==> src/rtl/mem_arbiter.sv <==
// Shared cache / external memory sequencer for fetch and data requesters.
// Optional macro ROUND_ROBIN_EN: alternate fetch/data priority on contention.
module mem_arbiter #(
  parameter int ADDR_W      = 16,
  parameter int LINE_BYTES  = 4,
  parameter int MEM_TIMEOUT = 15
) (
  input  logic              clk,
  input  logic              rst,
  input  logic              if_req,
  input  logic [ADDR_W-1:0] if_addr,
  output logic              if_gnt,
  output logic              if_valid,
  output logic [7:0]        if_rdata,
  input  logic              dt_req,
  input  logic              dt_we,
  input  logic [ADDR_W-1:0] dt_addr,
  input  logic [7:0]        dt_wdata,
  output logic              dt_gnt,
  output logic              dt_valid,
  output logic [7:0]        dt_rdata,
  output logic              err,
  output logic [ADDR_W-1:0] c_addr,
  output logic              c_w_rd,
  output logic [7:0]        c_wdata,
  input  logic [7:0]        c_rdata,
  input  logic              c_hit,
  output logic              mem_req,
  output logic              mem_we,
  output logic [ADDR_W-1:0] mem_addr,
  output logic [7:0]        mem_wdata,
  input  logic [7:0]        mem_rdata,
  input  logic              mem_ack,
  output logic              busy
);

  localparam int OFF = $clog2(LINE_BYTES);
  localparam int TW  = $clog2(MEM_TIMEOUT + 1);
  localparam logic [OFF-1:0] LAST = OFF'(LINE_BYTES - 1);
  localparam logic [TW-1:0]  TLIM = TW'(MEM_TIMEOUT - 1);

  typedef enum logic [2:0] {
    IDLE, LOOKUP, FILL_REQ, FILL_GAP, WR_CACHE, WR_MEM, RESP
  } state_t;

  state_t            state, state_nx;
  logic              owner;
  logic              we_q;
  logic [ADDR_W-1:0] addr_q;
  logic [7:0]        wdata_q;
  logic [7:0]        rdata_q;
  logic [OFF-1:0]    beat;
  logic [TW-1:0]     tcnt;
  logic              err_q;
  logic              pick_dt;
  logic              accept;
  logic              mem_st;
  logic              tmo;
  logic [ADDR_W-1:0] fill_addr;

`ifdef ROUND_ROBIN_EN
  logic pref_dt;
  assign pick_dt = dt_req && (!if_req || pref_dt);
`else
  assign pick_dt = dt_req;
`endif

  assign accept    = (state == IDLE) && (if_req || dt_req);
  assign mem_st    = (state == FILL_REQ) || (state == WR_MEM);
  assign tmo       = mem_st && !mem_ack && (tcnt == TLIM);
  assign fill_addr = {addr_q[ADDR_W-1:OFF], beat};
  assign busy      = (state != IDLE);

  // State register.
  always_ff @(posedge clk or posedge rst) begin
    if (rst) state <= IDLE;
    else     state <= state_nx;
  end

  // Latched request, beat/timeout counters and captured response.
  always_ff @(posedge clk or posedge rst) begin
    if (rst) begin
      owner   <= 1'b0;
      we_q    <= 1'b0;
      addr_q  <= '0;
      wdata_q <= '0;
      rdata_q <= '0;
      beat    <= '0;
      tcnt    <= '0;
      err_q   <= 1'b0;
    end else begin
      if (accept) begin
        owner   <= pick_dt;
        we_q    <= pick_dt & dt_we;
        addr_q  <= pick_dt ? dt_addr : if_addr;
        wdata_q <= pick_dt ? dt_wdata : 8'h00;
        rdata_q <= 8'h00;
        err_q   <= 1'b0;
      end
      if (state == LOOKUP) begin
        beat <= '0;
        if (!we_q && c_hit) rdata_q <= c_rdata;
      end
      if (state == FILL_REQ && mem_ack) beat <= beat + 1'b1;
      if (tmo) begin
        err_q   <= 1'b1;
        rdata_q <= 8'h00;
      end
      tcnt <= (mem_st && state_nx == state) ? tcnt + 1'b1 : '0;
    end
  end

`ifdef ROUND_ROBIN_EN
  // The requester that just lost priority gets it next time.
  always_ff @(posedge clk or posedge rst) begin
    if (rst)         pref_dt <= 1'b1;
    else if (accept) pref_dt <= !pick_dt;
  end
`endif

  // Next state and all outputs; grants are masked while reset is held.
  always_comb begin
    state_nx  = state;
    if_gnt    = 1'b0;
    if_valid  = 1'b0;
    if_rdata  = 8'h00;
    dt_gnt    = 1'b0;
    dt_valid  = 1'b0;
    dt_rdata  = 8'h00;
    err       = 1'b0;
    c_addr    = '0;
    c_w_rd    = 1'b0;
    c_wdata   = 8'h00;
    mem_req   = 1'b0;
    mem_we    = 1'b0;
    mem_addr  = '0;
    mem_wdata = 8'h00;
    case (state)
      IDLE: begin
        if (accept) begin
          state_nx = LOOKUP;
          dt_gnt   = pick_dt & !rst;
          if_gnt   = !pick_dt & !rst;
        end
      end
      LOOKUP: begin
        c_addr = addr_q;
        if (we_q) state_nx = c_hit ? WR_CACHE : WR_MEM;
        else      state_nx = c_hit ? RESP : FILL_REQ;
      end
      FILL_REQ: begin
        mem_req  = 1'b1;
        mem_addr = fill_addr;
        c_addr   = fill_addr;
        if (mem_ack) begin
          c_w_rd   = 1'b1;
          c_wdata  = mem_rdata;
          state_nx = (beat == LAST) ? LOOKUP : FILL_GAP;
        end else if (tmo) begin
          state_nx = RESP;
        end
      end
      FILL_GAP: state_nx = FILL_REQ;
      WR_CACHE: begin
        c_w_rd   = 1'b1;
        c_addr   = addr_q;
        c_wdata  = wdata_q;
        state_nx = WR_MEM;
      end
      WR_MEM: begin
        mem_req   = 1'b1;
        mem_we    = 1'b1;
        mem_addr  = addr_q;
        mem_wdata = wdata_q;
        if (mem_ack || tmo) state_nx = RESP;
      end
      RESP: begin
        state_nx = IDLE;
        err      = err_q;
        if (owner) begin
          dt_valid = 1'b1;
          dt_rdata = we_q ? 8'h00 : rdata_q;
        end else begin
          if_valid = 1'b1;
          if_rdata = rdata_q;
        end
      end
      default: state_nx = IDLE;
    endcase
  end

endmodule
==> config.mk <==
export PLATFORM = sky130hd
export DESIGN_NAME = mem_arbiter
export DESIGN_NICKNAME = d
export VERILOG_FILES = /design/src/rtl/mem_arbiter.sv
export SDC_FILE = /design/constraint.sdc
export NUM_CORES = 1
export LEC_CHECK = 0
export ABC_CLOCK_PERIOD_IN_PS = 2300
export BUFFER_PORTS_ARGS = -buffer_cell sky130_fd_sc_hd__buf_2
export CAP_MARGIN = 20
export CORE_MARGIN = 3
export CORE_UTILIZATION = 45
export DETAILED_ROUTE_END_ITERATION = 6
export PLACE_DENSITY = 0.8
export SYNTH_ARGS = -nofsm -noshare
export SYNTH_HDL_FRONTEND = slang
export SYNTH_SLANG_ARGS = --single-unit
==> constraint.sdc <==
create_clock -name clk -period 2.3 [get_ports clk]
set_input_delay 0.23 -clock clk [delete_from_list [all_inputs] [get_ports clk]]
set_output_delay 0.23 -clock clk [all_outputs]
set_load 0.01 [all_outputs]
[Word-level counts from Yosys, hierarchy flattened]
Index checks and enable logic that the tools add are counted.
Storage, ports and cells
  flip-flop bits (word level): 44
  logic and storage cells: 85
Operators by class
  eq/ne operators: 9
  muxes and demuxes: 43
  reduce and logical (&&, ||, !) cells: 19
  bitwise operators: 3
  $add $sub $neg: 2
Operators by type and width (number)
  $mux W8: 12
  $pmux W16 S2: 2
  $mux W3: 6
  $pmux W3 S6: 1
  $mux W16: 1
  $pmux W8 S2: 1
  $mux W1: 15
  $eq A3 B3 Y1 const B: 3
  $eq A3 B2 Y1 const B: 2
  $logic_and A1 B1 Y1: 6
  $mux W2: 3
  $add A4 B1 Y4 const B: 1
  $eq A4 B4 Y1 const B: 1
  $logic_not A1 Y1: 4
  $mux W4: 1
  $reduce_bool A2 Y1: 2
  $reduce_or A2 Y1: 2
  $and A1 B1 Y1: 3
  $eq A3 B1 Y1 const B: 1
  $eq A3 B3 Y1: 1
  $logic_not A3 Y1: 1
  $logic_or A1 B1 Y1: 3
  $reduce_bool A3 Y1: 1
  $add A2 B1 Y2 const B: 1
  other kinds (2): 2

[Longest topological paths before layout]
Gate-level depths: netlist of the first run.
  word-level depth: 10
  depth in mapped cells: 6

[Worst setup path before layout of the first run]
Ideal clock, no wire load.
  path type: in2out
  start point: input rst
  end point: output dt_gnt
  required time: 2.070 ns
  arrival time: 1.507 ns
  stages: 2
  path buffers: 0
  path slack: 0.563 ns
  path through: inv_1 > and3_1
On the way
  longest elaborated chain between the ends: 4
Ends and longest elaborated chain
  start: declaration: line 9  | input logic rst,
  $logic_not A1 Y1: line 142  | dt_gnt = pick_dt & !rst;
  $and A1 B1 Y1: line 142
  $mux W1: line 140  | if (accept) begin
  $mux W1: line 138  | case (state)
  end: declaration: line 19  | output logic dt_gnt,
No other way between the ends.

[Worst setup path after layout of the first run]
  start point: register state[0]
  end point: output c_wdata[7]
On the way
  longest elaborated chain between the ends: 2
  elaborated cells between the ends (all ways): 3
Ends and longest elaborated chain
  start: declaration: line 46  | state_t state, state_nx;
  start signal: assignment: line 77  | else state <= state_nx;
  $eq A3 B3 Y1 or $eq A3 B2 Y1 (tied branches): line 138
  $pmux W8 S2 *: line 138
  end: declaration: line 25  | output logic [7:0] c_wdata,
Mark *: on every way between the ends. The rest lies on a longest branch, timed or not.

==> results of run 1 <==
-- final cells by class --
class	count	share of cell area, %
timing repair buffer	142	21.6
clock buffer	6	2.39
inverter	9	0.976
multi-input combinational	216	40.3
tap	70	2.53
sequential	44	31.9
clock inverter	2	0.289
-- worst paths after layout --
path / from / end / depth (start not counted)
max in group asynchronous: rst / state[0] / 3
worst max-delay path: state[0] / c_wdata[7] / 5
worst min register to register: err_q / err_q / 1
worst max register to register: state[0] / rdata_q[4] / 4
min in group clk: dt_wdata[6] / wdata_q[6] / 2
worst min-delay path: rst / state[2] / 3
-- metal layers --
layer	track usage, %	routed length (microns)	share of wire, %	vias up
met4	5.48	68	1.0	0
met5	0	0	0	-
met2	35.1	3210	48	102
met3	5.70	555	8.3	4
met1	24.9	2870	43	1129
li1	-	-	-	1252
-- tightest hold or removal path, cell delays in order --
cell	delay [ps]
buf_2	120
inv_2	50
buf_4	460
-- flip-flops by register name (all words and copies together) (netlist names) --
register  cells
wdata_q       8
addr_q       16
tcnt          4
state         3
beat          2
owner         1
rdata_q       8
err_q         1
we_q          1
-- stage by stage --
step	cells	util, %	hold slack (ps)	setup slack, ps
CTS	488	64.0	116	17.2
global placement	480	62.3	415	426
finish	489	64.8	106	190
detailed placement	480	62.3	442	353
global route	489	64.8	129	2.27
floorplan	288	-	361	563
-- power breakdown --
part,internal [W],switching [W]
registers,0.00106,0.000239
clock network,0.000240,0.000251
logic,0.000809,0.000948
-- synth_stat cells, types with 5 or more instances --
cell,number,area share (%)
a22o_1,18,6.1
mux2i_1,16,6.2
dfrtp_1,44,43
o21ai_0,22,4.3
clkbuf_1,9,1.3
nand3_1,9,1.7
and3_1,10,2.4
a21oi_1,12,2.3
inv_1,9,1.3
o22ai_1,5,1.2
buf_2,8,1.5
and2_1,48,12
nor2_1,8,1.2
nand2_1,31,4.5
-- logic make-up after synthesis --
group | after synthesis | share of synthesized area, %
flip-flops | 44 | 42.6
buffers and inverters | 28 | 4.45
adder cells (fa/ha/maj) | 3 | 1.45
XOR/XNOR | 3 | 1.02
AND/OR/NAND/NOR | 127 | 27.3
AO/OA/AOI/OAI | 66 | 16.6
multiplexers | 17 | 6.63
-- timing repair --
item | 4_1_cts | 5_1_grt
setup endpoints to repair | 0 | 23
gates resized for setup | 0 | 4
setup buffers | 0 | 0
==> results.yml, run 1 <==
sta:
  fin_crit_sh_pct: 91.7
  tightestPinTransition_ps: 593
  worst_clock_skew_ps: 6.08
  fmax_mhz: 474
  totalNegativeSetupSlack_ps: 0
  setup_viol_count_final: 0
  rsz0062_at_grt: "no"
  finalCriticalPeriod_ps: 2110
  hold_violations: 0
  final-max-slew-violation-count: 0
  slew_headroom_pct: 60.4
synth:
  ys_types: 38
  yosysSeqAreaShare_pct: 42.6
  syn_area_sq_um: 2590
  avgSynthCellArea_sq_um: 8.98
  synthArstFlopShare_pct: 100
  synth_edf_count: 0
  synth_flop_cell: "dfrtp_1"
  synth_nets: 354
  synth_warnings: 0
  synth_cells: 288
  ys_ff_latch: 44
setup_path:
  cp-start-kind: "flip-flop"
  r2r_setup_slack_ps: 580
  crit_slowest_cell: "dfrtp_2"
  required_ps: 2070
  crit_family: "simple AND/OR/NAND/NOR gates"
  crit_buf_inv: 2
  crit_type: "flip-flop to output pin"
  max_stage_delay_ps: 530
  end_kind: "output pin"
  critical_path.max_fanout: 18
  arrival_ps: 1880
  cp_cell_sequence: "nor3b_2 > inv_1 > nor2_4 > a22o_1 > buf_2"
power:
  ir_drop_uv: 633
  finalPower_w: 0.00354
  powerDensity_nw_per_um2: 1020
  p_leak_nw: 1.93
route:
  via_per_inst: 5.09
  drt_iter0_markers: 78
  firstDrtPassIters: 4
  drc: 0
  antenna_left: 0
  num_vias: 2487
  wl_per_cell_microns: 13.7
  drt-total-wl_mm: 6.70
place:
  gp_congestion: 0.833
  placed_area_sq_um: 3320
  hpwlAfterDp_mm: 5.08
  io_buffers: 135
clock_network:
  clock_path_buffers: 2
  clk_pin_slew_ps: 80
  cts_hold_buffers: 0
  htreeDepth: 2
  cts_tree: "done"
  clk_latency_ps: 290
  cts_root_buffer: "clkbuf_8"
  cts-buffers-inserted: 5
  clock-sinks: 44
global_route:
  grt_pass1_vias: 2404
  grt_start_max_net_pins: 51
  track_usage_pct: 20.4
  grt_pass1_wl_mm: 10.6
  grt_overflow: 0
  antenna_found_initial: 0
floorplan:
  die_width_microns: 81.8
  num_io_pins: 136
  core_area_sq_um: 5340
  start_util_pct: 48.5
  die_h_microns: 81.8
  dieArea_sq_um: 6690
  rows: 26
cells_and_area:
  fin_nets: 484
  register_area_sq_um: 1100
  layout_commonest_cell: "buf_2"
  drive_gt1_share_pct: 38.2
  final_area_sq_um: 3460
  area_growth_pct: 33.8
  multi_input_area_sq_um: 1390
  num_antenna_cells: 0
  nFillCells: 488
  final_cell_mix: "135 x buf_2, 48 x and2_1, 42 x dfrtp_1"
run:
  maxCapViolCount: 0
hold_path:
  hold_path.class: "primary input to async pin"
outcome:
  run_status: "finished, final reports clean"
No activity file was read; power rests on OpenSTA's default activity.
==> inputs of run 2 (changes only) <==
--- a/config.mk
+++ b/config.mk
@@ -8,10 +8,12 @@
 export ABC_CLOCK_PERIOD_IN_PS = 2300
 export BUFFER_PORTS_ARGS = -buffer_cell sky130_fd_sc_hd__buf_2
 export CAP_MARGIN = 20
+export CELL_PAD_IN_SITES_DETAIL_PLACEMENT = 0
+export CELL_PAD_IN_SITES_GLOBAL_PLACEMENT = 2
 export CORE_MARGIN = 3
-export CORE_UTILIZATION = 45
+export CORE_UTILIZATION = 27
 export DETAILED_ROUTE_END_ITERATION = 6
-export PLACE_DENSITY = 0.8
+export PLACE_DENSITY_LB_ADDON = 0.1
 export SYNTH_ARGS = -nofsm -noshare
 export SYNTH_HDL_FRONTEND = slang
 export SYNTH_SLANG_ARGS = --single-unit
==> results.yml, run 2 (same netlist as run 1, synthesis figures left out) <==
sta:
  fmax_mhz: 469
  worst_clock_skew_ps: 8.35
  totalNegativeSetupSlack_ps: 0
  rsz0062_at_grt: "no"
  final-max-slew-violation-count: 0
  slew_headroom_pct: 51.0
  setup_viol_count_final: 0
  hold_violations: 0
  fin_crit_sh_pct: 92.6
  finalCriticalPeriod_ps: 2130
  tightestPinTransition_ps: 733
power:
  switching_share_pct: 40.6
  powerDensity_nw_per_um2: 1040
  p_leak_nw: 1.93
  switchingPower_w: 0.00150
  comb_power_share_pct: 49.1
  pwr-share-clk_pct: 16.2
  ir_drop_uv: 408
  pwr-share-seq_pct: 34.8
  power.internal_w: 0.00219
outcome:
  run_status: "finished, final reports clean"
clock_network:
  clock_path_buffers: 2
  post_cts_buffers: 0
  clock-sinks: 44
  clk_latency_ps: 300
  cts-buffers-inserted: 5
  cts_root_buffer: "clkbuf_8"
  cts_tree: "done"
  clk_pin_slew_ps: 90
  htreeDepth: 2
route:
  drc: 0
  num_vias: 2488
  antenna_left: 0
  drt_iter0_markers: 73
  firstDrtPassIters: 4
  drt-total-wl_mm: 7.82
  via_per_inst: 4.53
  met3_length_microns: 555
  highest_layer: "met4"
  wl_per_cell_microns: 14.2
  routed-wl-met2_mm: 3.52
  met1_length_mm: 3.66
setup_path:
  end_kind: "output pin"
  critical_path.max_fanout: 10
  arrival_ps: 1900
  crit_slowest_cell: "dfrtp_1"
  max_stage_delay_ps: 520
  cp-start-kind: "flip-flop"
  cp_cell_sequence: "buf_4 > nor3b_2 > a22o_1 > buf_2"
  required_ps: 2070
  crit_type: "flip-flop to output pin"
cells_and_area:
  drive_gt1_share_pct: 38.1
  largest_reg_flops: 16
  largestRegisters: "addr_q x16, rdata_q x8, wdata_q x8"
  area_growth_pct: 37.1
  top_register: "addr_q"
  final_cell_mix: "135 x buf_2, 48 x and2_1, 43 x dfrtp_1"
  final_cells: 549
  num_antenna_cells: 0
  layout_commonest_cell: "buf_2"
  fin_nets: 485
  nFillCells: 1024
  final_area_sq_um: 3540
global_route:
  grt_overflow: 0
  track_usage_pct: 14.8
  grt_pass1_wl_mm: 13.1
  antenna_found_initial: 0
  grt_start_max_net_pins: 45
  grt_pass1_vias: 2530
place:
  gp_congestion: 0.770
  io_buffers: 135
  hpwlAfterDp_mm: 5.84
  place_inst: 541
  placed_area_sq_um: 3410
floorplan:
  die_h_microns: 104
  core_area_sq_um: 9280
  num_io_pins: 136
  rows: 35
  start_util_pct: 27.9
  die_width_microns: 104
  dieArea_sq_um: 10800
run:
  maxCapViolCount: 0
hold_path:
  hold_path.class: "primary input to async pin"
[run 2: changes by cell type in the layout (fill, tap and decap cells not counted), sizes merged]
cell | previous run | this run
buf | 142 | 143
bufinv | 0 | 1
clkbuf | 6 | 5
clkinv | 2 | 1
clkinvlp | 0 | 1
[run 2: stage by stage]
stage	worst slack, ps	util, %	hold WS (ps)	power, W
2_1_floorplan	563	-	361	0.00238
3_3_place_gp	356	36.8	443	0.00309
6_report	169	38.2	94.5	0.00369
3_5_place_dp	308	36.8	447	0.00311
4_1_cts	41.9	38.0	115	0.00374
5_1_grt	34.4	38.2	136	0.00405
[run 2: worst paths after layout]
| path | start | endpoint | slack [ps] | cells after the start |
|---|---|---|---|---|
| max reg2reg | state[0] | rdata_q[4] | 450 | 5 |
| max in group asynchronous | rst | state[2] | 1780 | 3 |
| min | rst | state[1] | 90 | 3 |
| min reg2reg | err_q | err_q | 480 | 1 |
| max | state[0] | c_wdata[7] | 170 | 4 |
| min in group clk | dt_wdata[5] | wdata_q[5] | 150 | 2 |
[run 2: worst max-delay path, delay by kind of cell (launching register included)]
family / cells / cell delay [ps]
AND/OR/NAND/NOR: 1 / 510
AO/OA/AOI/OAI: 1 / 210
buffers and inverters: 2 / 370
flip-flops: 1 / 520
[run 2: per-layer routing]
metal	vias up	global-route usage (%)
met2	82	23.6
li1	1255	-
met3	6	4.47
met4	0	3.42
met5	-	0
met1	1145	19.7
[run 2: power by group through the flow]
stage                     sequential, W  clock, W  combinational [W]
after floorplan                 0.00120         0            0.00117
after global placement          0.00129         0            0.00181
after detailed placement        0.00129         0            0.00181
after CTS                       0.00128  0.000629            0.00183
after global routing            0.00134  0.000648            0.00206
final                           0.00128  0.000595            0.00181
[run 2: repair_timing]
action	in CTS	in global routing
resized for setup	1	3
hold buffers	0	0
setup endpoints to repair	8	31
[run 2: layout make-up]
| cell class | instances | area, sq um | share of cell area, % |
|---|---|---|---|
| Clock inverter | 3 | 42.5 | 1.20 |
| Multi-Input combinational cell | 216 | 1400 | 39.5 |
| Timing Repair Buffer | 143 | 736 | 20.8 |
| Sequential cell | 44 | 1100 | 31.1 |
| Inverter | 9 | 33.8 | 0.953 |
| Tap cell | 129 | 161 | 4.55 |
| Clock buffer | 5 | 68.8 | 1.94 |
==> inputs of run 3 (changes only) <==
==> constraint.sdc (replaced) <==
create_clock -name clk -period 2.3 [get_ports clk]
set_input_delay 0.345 -clock clk [delete_from_list [all_inputs] [get_ports clk]]
set_output_delay 0.345 -clock clk [all_outputs]
set_load 0.01 [all_outputs]
==> results.yml, run 3 (same netlist as run 1, synthesis figures left out) <==
cells_and_area:
  fin_nets: 486
  largestRegisters: "addr_q x16, rdata_q x8, wdata_q x8"
  final_cell_mix: "135 x buf_2, 48 x and2_1, 42 x dfrtp_1"
  num_antenna_cells: 0
  drive_gt1_share_pct: 39.0
  area_growth_pct: 38.2
  top_register: "addr_q"
  largest_reg_flops: 16
  layout_commonest_cell: "buf_2"
  final_util_pct: 38.5
global_route:
  track_usage_pct: 14.7
  antenna_found_initial: 0
  grt_overflow: 0
  grt_pass1_wl_mm: 12.9
  grt_pass1_vias: 2442
  grt_start_max_net_pins: 45
sta:
  fin_ws_ps: 136
  setup_viol_count_final: 0
  fin_crit_sh_pct: 94.1
  worst_clock_skew_ps: 4.63
  finalCriticalPeriod_ps: 2160
  tightestPinTransition_ps: 728
  slew_headroom_pct: 51.4
  final-max-slew-violation-count: 0
  rsz0062_at_grt: "no"
  fmax_mhz: 462
  hold_violations: 0
  totalNegativeSetupSlack_ps: 0
route:
  drt_iter0_markers: 59
  wl_per_cell_microns: 14.8
  drt-total-wl_mm: 8.12
  drc: 0
  num_vias: 2484
  antenna_left: 0
  via_per_inst: 4.52
  firstDrtPassIters: 4
setup_path:
  r2r_end: "rdata_q[5]"
  r2r_start: "state[0]"
  r2r_cells: 4
  crit_type: "flip-flop to output pin"
  critical_path.max_fanout: 15
  end_kind: "output pin"
  max_stage_delay_ps: 520
  required_ps: 1960
  cp_cell_sequence: "and3b_1 > or2_4 > buf_4 > and2_1 > buf_2"
  cp-start-kind: "flip-flop"
  arrival_ps: 1820
  r2r_setup_slack_ps: 430
  crit_slowest_cell: "dfrtp_2"
place:
  hpwlAfterDp_mm: 5.94
  place_worst_setup_slack_ps: 228
  io_buffers: 135
  gp_congestion: 0.716
clock_network:
  cts-buffers-inserted: 5
  cts_hold_buffers: 0
  cts_tree: "done"
  cts_root_buffer: "clkbuf_8"
  clk_latency_ps: 300
  clk_pin_slew_ps: 90
  clock_path_buffers: 2
  post_cts_buffers: 0
  clock-sinks: 44
  htreeDepth: 2
floorplan:
  dieArea_sq_um: 10800
  start_util_pct: 27.9
  rows: 35
  die_h_microns: 104
  core_area_sq_um: 9280
  die_width_microns: 104
  num_io_pins: 136
power:
  ir_drop_uv: 363
  switchingPower_w: 0.00153
  p_leak_nw: 1.94
  pwr-share-clk_pct: 15.7
  switching_share_pct: 40.6
  pwr-share-seq_pct: 34.6
  powerDensity_nw_per_um2: 1050
  comb_power_share_pct: 49.8
  power.internal_w: 0.00223
run:
  maxCapViolCount: 0
outcome:
  run_status: "finished, final reports clean"
hold_path:
  hold_path.class: "primary input to async pin"
## run 3: changes by cell type in the layout (fill, tap and decap cells not counted), sizes merged
cell      before  now
clkbuf         5    6
clkinvlp       1    0
nor2           9   10
## run 3: metal layers
| metal | global-route usage [%] | vias to the layer above | routed length (microns) |
|---|---|---|---|
| met4 | 4.84 | 0 | 130 |
| met3 | 3.79 | 9 | 537 |
| met2 | 23.3 | 83 | 3700 |
| met1 | 19.5 | 1137 | 3750 |
| met5 | 0 | - | 0 |
| li1 | - | 1255 | - |
## run 3: stage by stage
| stage | power (W) | std cells | instance area (sq um) | hold slack (ps) |
|---|---|---|---|---|
| after floorplan | 0.00238 | 288 | 2590 | 441 |
| after global placement | 0.00307 | 540 | 3410 | 452 |
| after detailed placement | 0.00312 | 541 | 3430 | 458 |
| after CTS | 0.00375 | 549 | 3560 | 226 |
| after global routing | 0.00408 | 550 | 3570 | 246 |
| final | 0.00375 | 550 | 3570 | 208 |
## run 3: worst max-delay path, delay by kind of cell, from the launching register on
family	cells	cell delay, ps
simple gates	3	680
buf+inv	2	300
flops	1	520
## run 3: power groups by stage
stage	Combinational [W]	Sequential, W	Clock, W
2_1_floorplan	0.00117	0.00120	0
3_3_place_gp	0.00178	0.00129	0
3_5_place_dp	0.00181	0.00131	0
4_1_cts	0.00185	0.00129	0.000614
5_1_grt	0.00209	0.00134	0.000652
6_report	0.00187	0.00130	0.000588
## run 3: timing repair
| action | in CTS | in global routing |
|---|---|---|
| gates cloned | 0 | 1 |
| endpoints found under the setup margin | 40 | 34 |
| resized for setup | 4 | 4 |
| pin swaps | 0 | 1 |
## run 3: area by class of cell
cell class / count / area [sq um]
Timing Repair Buffer: 143 / 756
Sequential cell: 44 / 1100
Fill cell: 1029 / 5710
Clock inverter: 2 / 35.0
Clock buffer: 6 / 72.6
Inverter: 9 / 33.8
Tap cell: 129 / 161
Multi-Input combinational cell: 217 / 1410
## run 3: how the worst max path moves through the flow
stage               cells after the start      from  slack (ps)      endpoint
global route                            3  state[2]          30    c_wdata[0]
detailed placement                      5  state[2]         230    c_wdata[3]
global placement                        5  state[2]         280    c_wdata[6]
finish                                  5  state[2]         140  mem_addr[11]
CTS                                     5  state[0]           8    c_wdata[3]
floorplan                               2       rst         330        dt_gnt
